===== src/rtl/rv32i_instr_decode.sv =====
// RV32I decode stage: drives register-file read addresses combinationally and
// registers the decoded control flags, operands, destination and target info.
module rv32i_instr_decode (
  input  logic        clk,
  input  logic        reset,
  input  logic [31:0] instr,
  input  logic [31:0] rdata1,
  input  logic [31:0] rdata2,
  output logic [4:0]  raddr1,
  output logic [4:0]  raddr2,
  output logic        is_store,
  output logic        is_load,
  output logic        is_branch,
  output logic        is_jump,
  output logic        is_reg,
  output logic        is_alu,
  output logic [31:0] operand_a,
  output logic [31:0] operand_b,
  output logic [31:0] branch_dest,
  output logic [4:0]  dest,
  output logic [2:0]  func3,
  output logic        func7
);

  localparam int unsigned XLEN = 32;
  localparam int unsigned RW   = 5;

  localparam logic [6:0] OP_R      = 7'b0110011;
  localparam logic [6:0] OP_I_ALU  = 7'b0010011;
  localparam logic [6:0] OP_LUI    = 7'b0110111;
  localparam logic [6:0] OP_AUIPC  = 7'b0010111;
  localparam logic [6:0] OP_LOAD   = 7'b0000011;
  localparam logic [6:0] OP_STORE  = 7'b0100011;
  localparam logic [6:0] OP_BRANCH = 7'b1100011;
  localparam logic [6:0] OP_JAL    = 7'b1101111;
  localparam logic [6:0] OP_JALR   = 7'b1100111;

  typedef struct packed {
    logic            is_store;
    logic            is_load;
    logic            is_branch;
    logic            is_jump;
    logic            is_reg;
    logic            is_alu;
    logic [XLEN-1:0] operand_a;
    logic [XLEN-1:0] operand_b;
    logic [XLEN-1:0] branch_dest;
    logic [RW-1:0]   dest;
    logic [2:0]      func3;
    logic            func7;
  } decoded_t;

  decoded_t dec_d, dec_q;

  logic [6:0]      opcode;
  logic [RW-1:0]   rd;
  logic [RW-1:0]   rs1;
  logic [RW-1:0]   rs2;
  logic [2:0]      f3;
  logic [XLEN-1:0] imm_i, imm_s, imm_b, imm_u, imm_j;
  logic [XLEN-1:0] jalr_sum;

  assign opcode = instr[6:0];
  assign rd     = instr[11:7];
  assign f3     = instr[14:12];
  assign rs1    = instr[19:15];
  assign rs2    = instr[24:20];

  assign imm_i = {{20{instr[31]}}, instr[31:20]};
  assign imm_s = {{20{instr[31]}}, instr[31:25], instr[11:7]};
  assign imm_b = {{19{instr[31]}}, instr[31], instr[7], instr[30:25], instr[11:8], 1'b0};
  assign imm_u = {instr[31:12], 12'b0};
  assign imm_j = {{11{instr[31]}}, instr[31], instr[19:12], instr[20], instr[30:21], 1'b0};

  assign jalr_sum = rdata1 + imm_i;

  // Register-file read addresses; forced to x0 while reset is held low.
  always_comb begin
    raddr1 = '0;
    raddr2 = '0;
    if (reset) begin
      unique case (opcode)
        OP_R, OP_STORE, OP_BRANCH: begin
          raddr1 = rs1;
          raddr2 = rs2;
        end
        OP_I_ALU, OP_LOAD, OP_JALR: raddr1 = rs1;
        default: ;
      endcase
    end
  end

  // Opcode decode into the next pipeline payload; unknown opcodes become a bubble.
  always_comb begin
    dec_d = '0;
    unique case (opcode)
      OP_R: begin
        dec_d.is_alu    = 1'b1;
        dec_d.is_reg    = 1'b1;
        dec_d.operand_a = rdata1;
        dec_d.operand_b = rdata2;
        dec_d.dest      = rd;
        dec_d.func3     = f3;
        dec_d.func7     = instr[30];
      end
      OP_I_ALU: begin
        dec_d.is_alu    = 1'b1;
        dec_d.is_reg    = 1'b1;
        dec_d.operand_a = rdata1;
        dec_d.operand_b = imm_i;
        dec_d.dest      = rd;
        dec_d.func3     = f3;
        // Only the shift-right immediates carry a meaningful bit 30.
        dec_d.func7     = (f3 == 3'b101) ? instr[30] : 1'b0;
      end
      OP_LUI: begin
        dec_d.is_alu    = 1'b1;
        dec_d.is_reg    = 1'b1;
        dec_d.operand_b = imm_u;
        dec_d.dest      = rd;
      end
      OP_AUIPC: begin
        dec_d.is_alu      = 1'b1;
        dec_d.is_reg      = 1'b1;
        dec_d.operand_b   = imm_u;
        dec_d.branch_dest = imm_u;
        dec_d.dest        = rd;
      end
      OP_LOAD: begin
        dec_d.is_load   = 1'b1;
        dec_d.is_reg    = 1'b1;
        dec_d.operand_a = rdata1 + imm_i;
        dec_d.dest      = rd;
        dec_d.func3     = f3;
      end
      OP_STORE: begin
        dec_d.is_store  = 1'b1;
        dec_d.operand_a = rdata1 + imm_s;
        dec_d.operand_b = rdata2;
        dec_d.func3     = f3;
      end
      OP_BRANCH: begin
        dec_d.is_branch   = 1'b1;
        dec_d.operand_a   = rdata1;
        dec_d.operand_b   = rdata2;
        dec_d.func3       = f3;
        dec_d.branch_dest = imm_b;
      end
      OP_JAL: begin
        dec_d.is_jump     = 1'b1;
        dec_d.is_reg      = 1'b1;
        dec_d.dest        = rd;
        dec_d.branch_dest = imm_j;
      end
      OP_JALR: begin
        // operand_b = 1 tells execute the target is absolute, not PC-relative.
        dec_d.is_jump     = 1'b1;
        dec_d.is_reg      = 1'b1;
        dec_d.dest        = rd;
        dec_d.branch_dest = {jalr_sum[XLEN-1:1], 1'b0};
        dec_d.operand_b   = XLEN'(1);
      end
      default: ;
    endcase
  end

  // Decode pipeline register with synchronous active-low clear.
  always_ff @(posedge clk) begin
    if (!reset) dec_q <= '0;
    else        dec_q <= dec_d;
  end

  assign is_store    = dec_q.is_store;
  assign is_load     = dec_q.is_load;
  assign is_branch   = dec_q.is_branch;
  assign is_jump     = dec_q.is_jump;
  assign is_reg      = dec_q.is_reg;
  assign is_alu      = dec_q.is_alu;
  assign operand_a   = dec_q.operand_a;
  assign operand_b   = dec_q.operand_b;
  assign branch_dest = dec_q.branch_dest;
  assign dest        = dec_q.dest;
  assign func3       = dec_q.func3;
  assign func7       = dec_q.func7;

endmodule


===== config.mk =====
export PLATFORM = sky130hd
export DESIGN_NAME = rv32i_instr_decode
export DESIGN_NICKNAME = d
export VERILOG_FILES = /design/src/rtl/rv32i_instr_decode.sv
export SDC_FILE = /design/constraint.sdc
export NUM_CORES = 1
export LEC_CHECK = 0
export BUFFER_PORTS_ARGS = -buffer_cell sky130_fd_sc_hd__buf_2
export CAP_MARGIN = 30
export CORE_UTILIZATION = 34
export CTS_CLUSTER_SIZE = 40
export DETAILED_ROUTE_END_ITERATION = 6
export PLACE_DENSITY = 0.59
export REMOVE_ABC_BUFFERS = 1
export SETUP_SLACK_MARGIN = 0.1
export SLEW_MARGIN = 25
export SYNTH_ARGS = -nofsm -noshare
export SYNTH_HDL_FRONTEND = slang
export SYNTH_SLANG_ARGS = --single-unit

===== constraint.sdc =====
create_clock -name clk -period 3.3 [get_ports clk]
set_input_delay 0.66 -clock clk [delete_from_list [all_inputs] [get_ports clk]]
set_output_delay 0.66 -clock clk [all_outputs]
set_load 0.02 [all_outputs]

==> key figures <==
Worst setup path
  – Worst path cell trace: buf_2 > buf_12 > ha_1 > and3_1 > and2_1 > a221o_1 > a31o_1 > o21a_1 > o31a_2 > a21oi_2
  – Crit path buf inv count: 2
  – Crit path max fanout: 22
  – CP startpoint: instr[31]
  – CP Data Arrival Time: 3160 ps
  – CP Capture Type: flop
  – Critical Path Start Type: primary input
  – WS Path Type: in2reg
  – Worst path max stage delay: about 420 ps
  – CP top delay family: compound AO/OA/AOI/OAI gates
  – Worst EP required: 3580 ps
  – CP max stage cell: ha_1

Detailed routing
  – Via count: between 8,000 and 9,000
  – Residual DRC count: 0
  – Antenna Nets Post-Route: 0
  – 1st-iter DRT viols: between 500 and 600
  – DR pass1 iterations: 5
  – DRT Wirelength: 29,200 um
  – Vias per cell: just under 6
  – Post-DR wirelength/cell: roughly 21 um

STA
  – Total negative setup slack: 0 ps
  – Final setup vio count: 0
  – Fmax: roughly 350 MHz
  – Fin crit period: about 2900 ps
  – Rel. slew slack: 0.457
  – RSZ-0062 raised after global routing: no
  – Final Hold Viols: 0
  – Fin crit share: 0.873
  – Setup ws final: roughly 420 ps
  – Worst slew pin tran: around 810 ps
  – Final Max Slew Viols: 0

Placed design
  – Post-DP HPWL: 23,300 um
  – Placer Congestion: slightly below 1
  – Pre-CTS setup slack: 97.9 ps
  – Placement Cell Area: roughly 9000 um^2
  – Port Buffers: ~220

CTS
  – TritonCTS buffer count: 9
  – H-tree Lvls: 3
  – Clock slew at reported path FFs: around 80 ps
  – Setup repair bufs after CTS: 0
  – CTS tree: done
  – Clock Root Buffer: clkbuf_16
  – Post_cts resized: 0
  – Hold buffers post-CTS: 0
  – Clk sinks: between 100 and 150
  – Max clock buf depth: 2

Layout
  – Final instance area: ~9100 um^2
  – ANT cells: 0
  – Area grow syn2layout: 28.3%
  – Final #Nets: 1,258
  – Layout cells sized above 1: 0.300

Floorplan
  – Core Area: about 20,000 um^2
  – Initial Util: 0.349
  – Std-Cell Rows: 52
  – IO Pins: between 200 and 250
  – DIE AREA: roughly 21,000 um^2
  – Die Ht: 146 um
  – DIE WIDTH: approximately 150 um

Yosys
  – Synth top area share: 0.311
  – Biggest area consumer among synthesized cells: dfxtp_1
  – Count of different cell masters after synthesis: 71
  – Post-synth EDFFs: 0
  – Cell Area, Synth: between 7000 and 8000 um^2
  – Top post-synthesis cells by area: dfxtp_1 (31%), a21oi_1 (7.3%), ha_1 (6.4%)
  – Top FF cell, synth: dfxtp_1
  – Synth Instances: slightly below 900
  – Yosys reg bits: 110
  – Synth async-reset ratio: 0
  – Yosys warns: 0
  – Avg Cell Area, Syn: between 7 and 8 um^2
  – Register area share after synthesis: 0.311

Power and ir drop
  – Max VDD drop: 194 uV
  – Leak: roughly 4 nW
  – Pwr dens: ~370 nW/um^2

Run
  – Max cap viols: 0

Global routing
  – Total gr overflow: 0
  – Overall Global Routing Usage: 0.267
  – First-pass GRT wire length: around 43,000 um
  – Pin count of the biggest net entering global routing: 32
  – Vias in the first global route: about 7,300
  – Initial antenna violation count: 0

Worst hold path
  – Worst hold start: instr[7]
  – Min-delay worst type: in2reg

Outcome
  – Status: completed
kinds of logic after synthesis:
| logic type | Yosys count | share of synthesized area |
|---|---|---|
| other | 1 | 0.000530 |
| adder cells (fa/ha/maj) | 38 | 0.0693 |
| AO/OA/AOI/OAI | 333 | 0.313 |
| buffers and inverters | 83 | 0.0573 |
| XOR/XNOR | 33 | 0.0408 |
| AND/OR/NAND/NOR | 285 | 0.204 |
| flip-flops | 110 | 0.311 |
| multiplexers | 3 | 0.00424 |
cell type report:
class / count / area, um^2
clock buffers: 10 / 229
clock inverters: 6 / 62.6
fillers: 2136 / 11200
inverters: 14 / 52.6
multi-input cells: 693 / 4500
repair buffers: 294 / 1690
well taps: 270 / 338
flip-flops and latches: 110 / 2200
power breakdown:
part           leakage, nW  internal, mW  switching (mW)
combinational         2.86         0.357           0.560
clock                0.142         0.534           0.567
sequential           0.886          1.33        0.000598
total                 3.89          2.22            1.13
worst paths after layout:
kind                        to  slack (ps)  cells after the start
max   operand_a[28]$_SDFF_PN0_         420                     10
min         dest[0]$_SDFF_PN0_         530                      2
Yosys cell counts, drive strengths merged (4+ instances only):
master,count
or2,11
o31a,6
a21boi,7
a31oi,7
nand4,21
clkbuf,31
dfxtp,110
a21oi,105
and3,10
nand3,19
buf,37
o22ai,6
a221oi,14
o21ai,53
a21o,17
xnor2,19
a22oi,44
ha,36
o31ai,4
nor3,16
a32oi,7
o221ai,4
a211oi,11
or3,17
nor2b,16
a222oi,11
a31o,4
inv,14
and2,25
o21a,13
nand3b,7
nor2,80
nand2,53
xor2,14
metal layers:
metal  wire [um]  track usage  share of wire
met1       12900        0.359           0.44
met2       13000        0.420           0.45
met3        2300       0.0497          0.079
met4         909        0.103          0.031
met5           0            0              0
cell usage in the layout, fill, tap and decap left out, types with 16 or more instances in the layout:
cell type / count
buf_2: 217
a21oi_1: 102
o21ai_0: 48
a21o_1: 17
or3_1: 16
dfxtp_1: 110
a22oi_1: 44
nand4_1: 21
xnor2_1: 19
nand2_1: 53
ha_1: 36
nor2_1: 78
and2_1: 25
nor2b_1: 16
nand3_1: 19
buf_4: 75
per-stage QoR:
stage / instances / power (mW) / hold slack (ps) / utilization
2_1_floorplan: 817 / 1.87 / 779 / -
3_3_place_gp: 1381 / 2.25 / 910 / 0.433
3_5_place_dp: 1381 / 2.25 / 911 / 0.433
4_1_cts: 1397 / 3.34 / 532 / 0.447
5_1_grt: 1397 / 3.49 / 537 / 0.447
6_report: 1397 / 3.35 / 534 / 0.447
(Power assumes the default switching activity.)
